==> config.mk <==
export PLATFORM = sky130hd
export DESIGN_NAME = alu_exec_unit
export DESIGN_NICKNAME = d
export VERILOG_FILES = /design/src/rtl/alu_exec_unit.sv
export SDC_FILE = /design/constraint.sdc
export NUM_CORES = 1
export LEC_CHECK = 0
export CAP_MARGIN = 15
export CORE_ASPECT_RATIO = 1.75
export CORE_MARGIN = 10
export CORE_UTILIZATION = 35
export CTS_CLUSTER_DIAMETER = 150
export CTS_CLUSTER_SIZE = 20
export DETAILED_ROUTE_END_ITERATION = 6
export HOLD_SLACK_MARGIN = 0.15
export MAX_ROUTING_LAYER = met4
export PLACE_DENSITY = 0.66
export RECOVER_POWER = 25
export SYNTH_ARGS = -nofsm -noshare
export SYNTH_HDL_FRONTEND = slang
export SYNTH_SLANG_ARGS = --single-unit
==> constraint.sdc <==
create_clock -name clk -period 2.7 [get_ports clk]
set_input_delay 0.54 -clock clk [delete_from_list [all_inputs] [get_ports clk]]
set_output_delay 0.54 -clock clk [all_outputs]
set_load 0.02 [all_outputs]
==> src/rtl/alu_exec_unit.sv <==
// Single-issue ALU execute stage: Addu/Subu/Nor/Sltu complete in one cycle,
// Srl shifts one bit per cycle with a valid/ready handshake on both sides.
module alu_exec_unit (
    input  logic        clk,
    input  logic        rst,
    input  logic        in_valid,
    output logic        in_ready,
    input  logic [5:0]  funct,
    input  logic [31:0] src1,
    input  logic [31:0] src2,
    input  logic [4:0]  shamt,
    output logic        out_valid,
    input  logic        out_ready,
    output logic [31:0] result,
    output logic        zero,
    output logic        illegal
);

    localparam logic [5:0] F_ADDU = 6'b001001;
    localparam logic [5:0] F_SUBU = 6'b001010;
    localparam logic [5:0] F_NOR  = 6'b010011;
    localparam logic [5:0] F_SLTU = 6'b101010;
    localparam logic [5:0] F_SRL  = 6'b000010;

    typedef enum logic [1:0] {
        IDLE  = 2'd0,
        SHIFT = 2'd1,
        DONE  = 2'd2
    } state_e;

    state_e      state_q, state_d;
    logic [31:0] result_q, result_d;
    logic        zero_q, zero_d;
    logic        illegal_q, illegal_d;
    logic [4:0]  cnt_q, cnt_d;
    logic [31:0] shreg_q, shreg_d;

    logic [31:0] op_result;
    logic        op_illegal;
    logic        op_multi;

    // Decode of the single-cycle outcome; op_multi flags a Srl that needs the shifter.
    always_comb begin
        op_result  = '0;
        op_illegal = 1'b0;
        op_multi   = 1'b0;
        case (funct)
            F_ADDU: op_result = src1 + src2;
            F_SUBU: op_result = src1 - src2;
            F_NOR:  op_result = ~(src1 | src2);
            F_SLTU: op_result = {31'b0, src1 < src2};
            F_SRL: begin
                op_result = src2;
                op_multi  = (shamt != 5'd0);
            end
            default: begin
                op_result  = '0;
                op_illegal = 1'b1;
            end
        endcase
    end

    always_comb begin
        state_d   = state_q;
        result_d  = result_q;
        zero_d    = zero_q;
        illegal_d = illegal_q;
        cnt_d     = cnt_q;
        shreg_d   = shreg_q;
        case (state_q)
            IDLE: begin
                if (in_valid) begin
                    if (op_multi) begin
                        state_d = SHIFT;
                        shreg_d = src2;
                        cnt_d   = shamt;
                    end else begin
                        state_d   = DONE;
                        result_d  = op_result;
                        zero_d    = (op_result == '0);
                        illegal_d = op_illegal;
                    end
                end
            end
            SHIFT: begin
                // result keeps the last completed value until the final shift lands
                shreg_d = shreg_q >> 1;
                cnt_d   = cnt_q - 5'd1;
                if (cnt_q == 5'd1) begin
                    state_d   = DONE;
                    result_d  = shreg_q >> 1;
                    zero_d    = ((shreg_q >> 1) == '0);
                    illegal_d = 1'b0;
                end
            end
            DONE: begin
                if (out_ready) begin
                    state_d = IDLE;
                end
            end
            default: state_d = IDLE;
        endcase
    end

    always_ff @(posedge clk or posedge rst) begin
        if (rst) begin
            state_q   <= IDLE;
            result_q  <= '0;
            zero_q    <= 1'b0;
            illegal_q <= 1'b0;
            cnt_q     <= '0;
            shreg_q   <= '0;
        end else begin
            state_q   <= state_d;
            result_q  <= result_d;
            zero_q    <= zero_d;
            illegal_q <= illegal_d;
            cnt_q     <= cnt_d;
            shreg_q   <= shreg_d;
        end
    end

    assign in_ready  = (state_q == IDLE);
    assign out_valid = (state_q == DONE);
    assign result    = result_q;
    assign zero      = zero_q;
    assign illegal   = illegal_q;

endmodule

After elaboration in Yosys (flattened, before gate mapping)
Cells that the tools add are included.
{ "op_classes": {"n_addsub": 3, "order_cmp": 1, "n_eq_ne": 13, "n_mux": 26, "bitwise_logic": 2, "reduce_logical": 9} }
{ "op_table": {"columns": ["operator", "n"], "rows": [
  ["2-to-1 mux 32 bit", 5],
  ["case mux 32 bit (5 select lines)", 1],
  ["case mux 32 bit (2 select lines)", 2],
  ["logical NOT 32 bit", 2],
  ["adder 32 bit", 1],
  ["less-than comparator 32 bit", 1],
  ["NOT 32 bit", 1],
  ["OR 32 bit", 1],
  ["subtractor 32 bit", 1],
  ["== test 6 x 4 -> 1 bit (second input constant)", 2],
  ["2-to-1 mux 5 bit", 2],
  ["case mux 5 bit (2 select lines)", 1],
  ["2-to-1 mux 1 bit", 8],
  ["2-to-1 mux 2 bit", 4],
  ["== test 6 x 2 -> 1 bit (second input constant)", 1],
  ["== test 6 x 5 -> 1 bit (second input constant)", 1],
  ["== test 6 bit (second input constant)", 1],
  ["inequality test 2 bit (second input constant)", 3],
  ["case mux 2 bit (3 select lines)", 1],
  ["AND reduction 3 bit", 2],
  ["== test 5 x 1 -> 1 bit (second input constant)", 1],
  ["nonzero test 5 bit", 1],
  ["OR reduction 5 bit", 1],
  ["subtractor 5 x 1 -> 5 bit (second input constant)", 1],
  ["other kinds (7)", 9]
]} }
{ "totals": {"ff_bits": 73, "in_bits": 79, "out_inout_bits": 36} }

Depth between registers and ports, before layout
{ "depth": {"word_depth": 7, "mapped_depth": 14} }

Worst setup path before layout
OpenSTA, ideal clock, no wires.
{ "synth_timing": {"kind": "input to register", "from": "input src1[0]", "to": "register zero_q (netlist: zero)", "setup_time_ns": 0.092, "t_arrival_ns": 3.369, "required_ns": 2.608, "path_slack_ns": -0.761, "cell_stages": 14, "path_buffers": 0, "cell_sequence": "inv_1 -> ha_1 -> fa_1 -> o21bai_4 -> a2111oi_4 -> o21ai_2 -> a21o_4 -> a31o_4 -> a31oi_4 -> o31a_1 -> a221o_1 -> a222oi_1 -> nand3_1 -> o31ai_2"} }
{ "synth_via": {"elab_chain_len": 7, "elab_cells_between_ends": 10, "classes_between": "2 x add/sub; 1 x order compare; 4 x mux; 2 x bitwise; 1 x reduce/logical"} }
{ "synth_lines": {"columns": ["item", "line", "rtl"], "rows": [
  ["start: declaration", "9", "input logic [31:0] src1,"],
  ["branches (longest 2 deep; another with subtractor 32 bit)", null, null],
  ["case mux 32 bit (5 select lines) *", "47", "case (funct)"],
  ["logical NOT 32 bit *", "80", "zero_d = (op_result == '0);"],
  ["2-to-1 mux 1 bit *", "73", "if (op_multi) begin"],
  ["2-to-1 mux 1 bit *", "72", "if (in_valid) begin"],
  ["case mux 1 bit (2 select lines) *", "70", "case (state_q)"],
  ["end signal: assignment", "116", "zero_q <= zero_d;"],
  ["end: declaration", "33", "logic zero_q, zero_d;"]
]} }
Mark *: on every way between the ends. The select of a mux whose other input is x is not followed.
A chain may end at the register's enable or synchronous reset.

Final worst setup path
{ "layout_timing": {"from": "input src1[1]", "to": "register result_q[24] (netlist: result[24])"} }
{ "layout_via": {"elab_chain_len": 5, "elab_cells_between_ends": 6, "classes_between": "2 x add/sub; 4 x mux"} }
{ "layout_lines": {"columns": ["item", "line", "rtl"], "rows": [
  ["subtractor 32 bit or adder 32 bit (tied branches)", "49, 48", null],
  ["case mux 32 bit (5 select lines) *", "47", null],
  ["2-to-1 mux 32 bit *", "73", null],
  ["2-to-1 mux 32 bit *", "72", null],
  ["case mux 32 bit (2 select lines) *", "70", null],
  ["end signal: assignment", "115", "result_q <= result_d;"],
  ["end: declaration", "32", "logic [31:0] result_q, result_d;"]
]} }
Mark *: on every way between the ends. The rest lies on a longest branch, timed or not. The select of a mux whose other input is x is not followed.

==> run_results.csv <==
group,metric,value,unit
drt,vias_per_cell,5.708,
timing,setup_ws,-0.6669,ns
placed_design,io_buffers,114,
timing,holdWs,0.4788,ns
floorplan,start_util,35.32,%
timing,maxSlewHeadroom,-20.91,%
floorplan,num_io_pins,115,
synthesis,ys_warn_count,0,
synthesis,synthesis.instances,1141,
synthesis,yosys.area.top_type_share,20.79,%
run_status,violations,"max-capacitance violations, max-slew violations, negative setup slack",
placed_design,detailedPlace.worstSlack,-1.536,ns
timing,setup_viol,17,
synthesis,synth-main-ff-cell,"dfrtp_1",
synthesis,syn-num-nets,1325,
floorplan,core.rowCount,76,
clocking,numCtsBuffers,9,
placed_design,gp_congestion,1.002,
drt,drt_first_pass_iters,6,
floorplan,die_h,228.2,microns
drt,drtAntennaViolNets,0,
drt,drc_errors,0,
cells_and_area,antenna_cells,0,
clocking,cts_max_level,3,
job,drv_cap,1,
clocking,cts_tree,"done",
clocking,cts_root_buf,"clkbuf_16",
floorplan,core,0.02453,sq mm
worst_setup_path,cpPeakStageDelay,0.38,ns
global_routing,grt_use_total,25.01,%
worst_setup_path,crit_fanout,3,
worst_setup_path,startpoint,"src1[1]",
synthesis,netlist_top_cells_count,"114 x nand2_1, 103 x ha_1, 103 x inv_1, 101 x nor2_1, 82 x a21oi_1",
synthesis,yosysTopAreaCell,"dfrtp_1",
worst_setup_path,cp.arrival,3.59,ns
min_path,timing.hold.worst.start,"result[1]",
timing,hold_violations,0,
synthesis,synthArstFlopShare,100.0,%
global_routing,antenna_found_initial,0,
drt,wl,41120,microns
synthesis,synth_edf_count,0,
run_status,status,"finished, violations left",
timing,min_period,3.367,ns
clocking,clock_path_buffers,2,
cells_and_area,layout-drive-gt1-share,47.92,%
global_routing,grt_max_degree,73,
synthesis,ys_seq_area_share,20.79,%
floorplan,dieArea,0.03170,sq mm
floorplan,dieWidth,138.9,microns
synthesis,synth.avg_cell_area,7.595,sq um
placed_design,place.detailed.hpwl,32190,microns
cells_and_area,nFillCells,2105,
timing,setup_tns,-5.296,ns
worst_setup_path,worstSetupPathType,"primary input to register",
synthesis,synthTopCellsByArea,"dfrtp_1 21%, ha_1 15%, nand2_1 4.9%",
cells_and_area,fin_nets,1864,
drt,drtIter0Drc,1030,
synthesis,synth.most_common_cell,"nand2_1",
clocking,cts_num_sinks,72,
min_path,min_path_type,"register to register",
timing,worst_slew_pin_slew,1.814,ns
worst_setup_path,crit_required,2.93,ns
worst_setup_path,cp_num_buf_inv,7,
global_routing,grt_pass1_vias,11588,
worst_setup_path,slowest_stage,"fa_2",
timing,maxSlewViolCount,73,
power_and_ir_drop,vdd_ir_drop_max,0.0003554,V
worst_setup_path,critPathLaunchType,"primary input",
power_and_ir_drop,p_per_area,422.7,mW/mm^2
synthesis,synth_cell_type_count,93,
timing,fin_skew,0.01212,ns
worst_setup_path,worstReg2RegStart,"cnt_q[1]",
global_routing,grt_first_pass_wirelength,63090,microns
synthesis,synth_seq_cells,72,
drt,vias,11394,
drt,wl_per_cell,20.60,microns
timing,rsz0062_at_grt,"yes",
worst_setup_path,path_cells,"buf_8 > buf_6 > buf_6 > fa_2 > a21oi_4 > o21ai_2 > a22o_1 > buf_4 > nor4_4 > nor3_4 > a221oi_2 > o21bai_1 > a221o_1 > a222oi_1 > buf_4 > buf_4 > buf_6 > o21ai_2",
timing,clock.fmax,297.0,MHz
timing,period_share,124.7,%
worst_setup_path,cp-end-kind,"register",
cells_and_area,syn2layout_area_growth,80.58,%
clocking,cts_hold_repair.buffers,0,
global_routing,grt-ovfl-total,0,
power_and_ir_drop,power_leakage,7.152,nW
clocking,cts.clk_slew.worst_paths,0.06,ns
clocking,clk_latency,0.34,ns
synthesis,syn_area,0.008666,sq mm
worst_setup_path,crit_family,"compound AO/OA/AOI/OAI gates",
## layout make-up
cell class	instances	area (sq um)	share of cell area [%]
sequential	72	1802	11.51
timing repair buffer	596	5029	32.13
inverter	104	434.2	2.774
multi-input combinational	897	7720	49.33
tap	312	390.4	2.495
clock inverter	3	17.52	0.1119
clock buffer	12	256.5	1.639
## power breakdown
| part | internal, mW | leakage (nW) | switching [mW] |
|---|---|---|---|
| registers | 1.46 | 0.868 | 0.425 |
| logic | 1.85 | 6.15 | 1.76 |
| clock network | 0.664 | 0.134 | 0.456 |
| total | 3.97 | 7.15 | 2.64 |
## placed cells by master, fill, tap and decap left out, types with 18 or more instances in the layout
cell / Yosys / layout
inv_1: 103 / 59
a21oi_2: 3 / 27
a22oi_1: 43 / 41
o21ai_1: 11 / 18
nand3_1: 25 / 19
nor2_1: 101 / 93
ha_1: 103 / 61
o21ai_2: 1 / 18
clkdlybuf4s50_1: 0 / 63
a21oi_1: 82 / 47
o21ai_0: 57 / 27
dfrtp_1: 72 / 72
ha_4: 0 / 31
nand2_1: 114 / 104
buf_4: 0 / 414
buf_6: 2 / 67
a31oi_1: 45 / 40
inv_2: 1 / 35
## worst paths after layout
check | endpoint | cells past startpoint | slack, ns
min in group asynchronous | shreg_q[25] | 3 | 1.26
worst min-delay path | result[1] | 2 | 0.48
worst max register to register | zero | 13 | -0.17
worst min register to register | result[1] | 2 | 0.48
max in group asynchronous | cnt_q[1] | 3 | 0.33
worst max-delay path | result[24] | 18 | -0.67
## through the flow
stage	instance area (sq um)	util, %	cells	total power, mW
2_1_floorplan	8967	-	1141	3.209
3_3_place_gp	13280	54.11	1902	4.821
3_5_place_dp	13280	54.11	1902	4.883
4_1_cts	15000	61.15	1975	6.386
5_1_grt	15650	63.79	1996	6.941
6_report	15650	63.79	1996	6.615
## repair_timing
| action | CTS | global route |
|---|---|---|
| buffers inserted | 69 | 31 |
| gates resized for setup | 369 | 151 |
| pin swaps | 133 | 104 |
| endpoints found under the setup margin | 31 | 56 |
| cloned | 0 | 0 |
## per-layer routing
| layer | global-route usage (%) | routed length (microns) | vias to the layer above |
|---|---|---|---|
| li1 | - | - | 5276 |
| met5 | - | 0 | - |
| met2 | 46.03 | 22100 | 423 |
| met3 | 1.581 | 1720 | 138 |
| met1 | 26.06 | 15000 | 5557 |
| met4 | 12.93 | 2299 | 0 |
## sequential cells by signal, summed over array words and instances (netlist names)
name,count
result,32
zero,1
cnt_q,5
state_q,2
shreg_q,31
illegal,1
## cells by family after synthesis
family,after synthesis,share of synthesized area (%)
simple gates,357,19.94
mux,6,0.7075
buf+inv,172,7.883
xor+xnor,7,0.7075
flops,72,20.79
fa+ha+maj,105,15.33
compound gates,422,34.64
## worst reg2reg max path, cell delays in order, from the launching register on
cell and delay (ns):
dfrtp_1 0.37, inv_1 0.07, ha_1 0.16, nor4b_1 0.34, buf_4 0.19, nor2b_2 0.17, a21oi_2 0.06, nor3b_2 0.23
nand4_1 0.15, nor4_1 0.19, nand4b_1 0.17, nor4_2 0.31, nand4_1 0.14, o31ai_2 0.24
(Power assumes the default switching activity.)
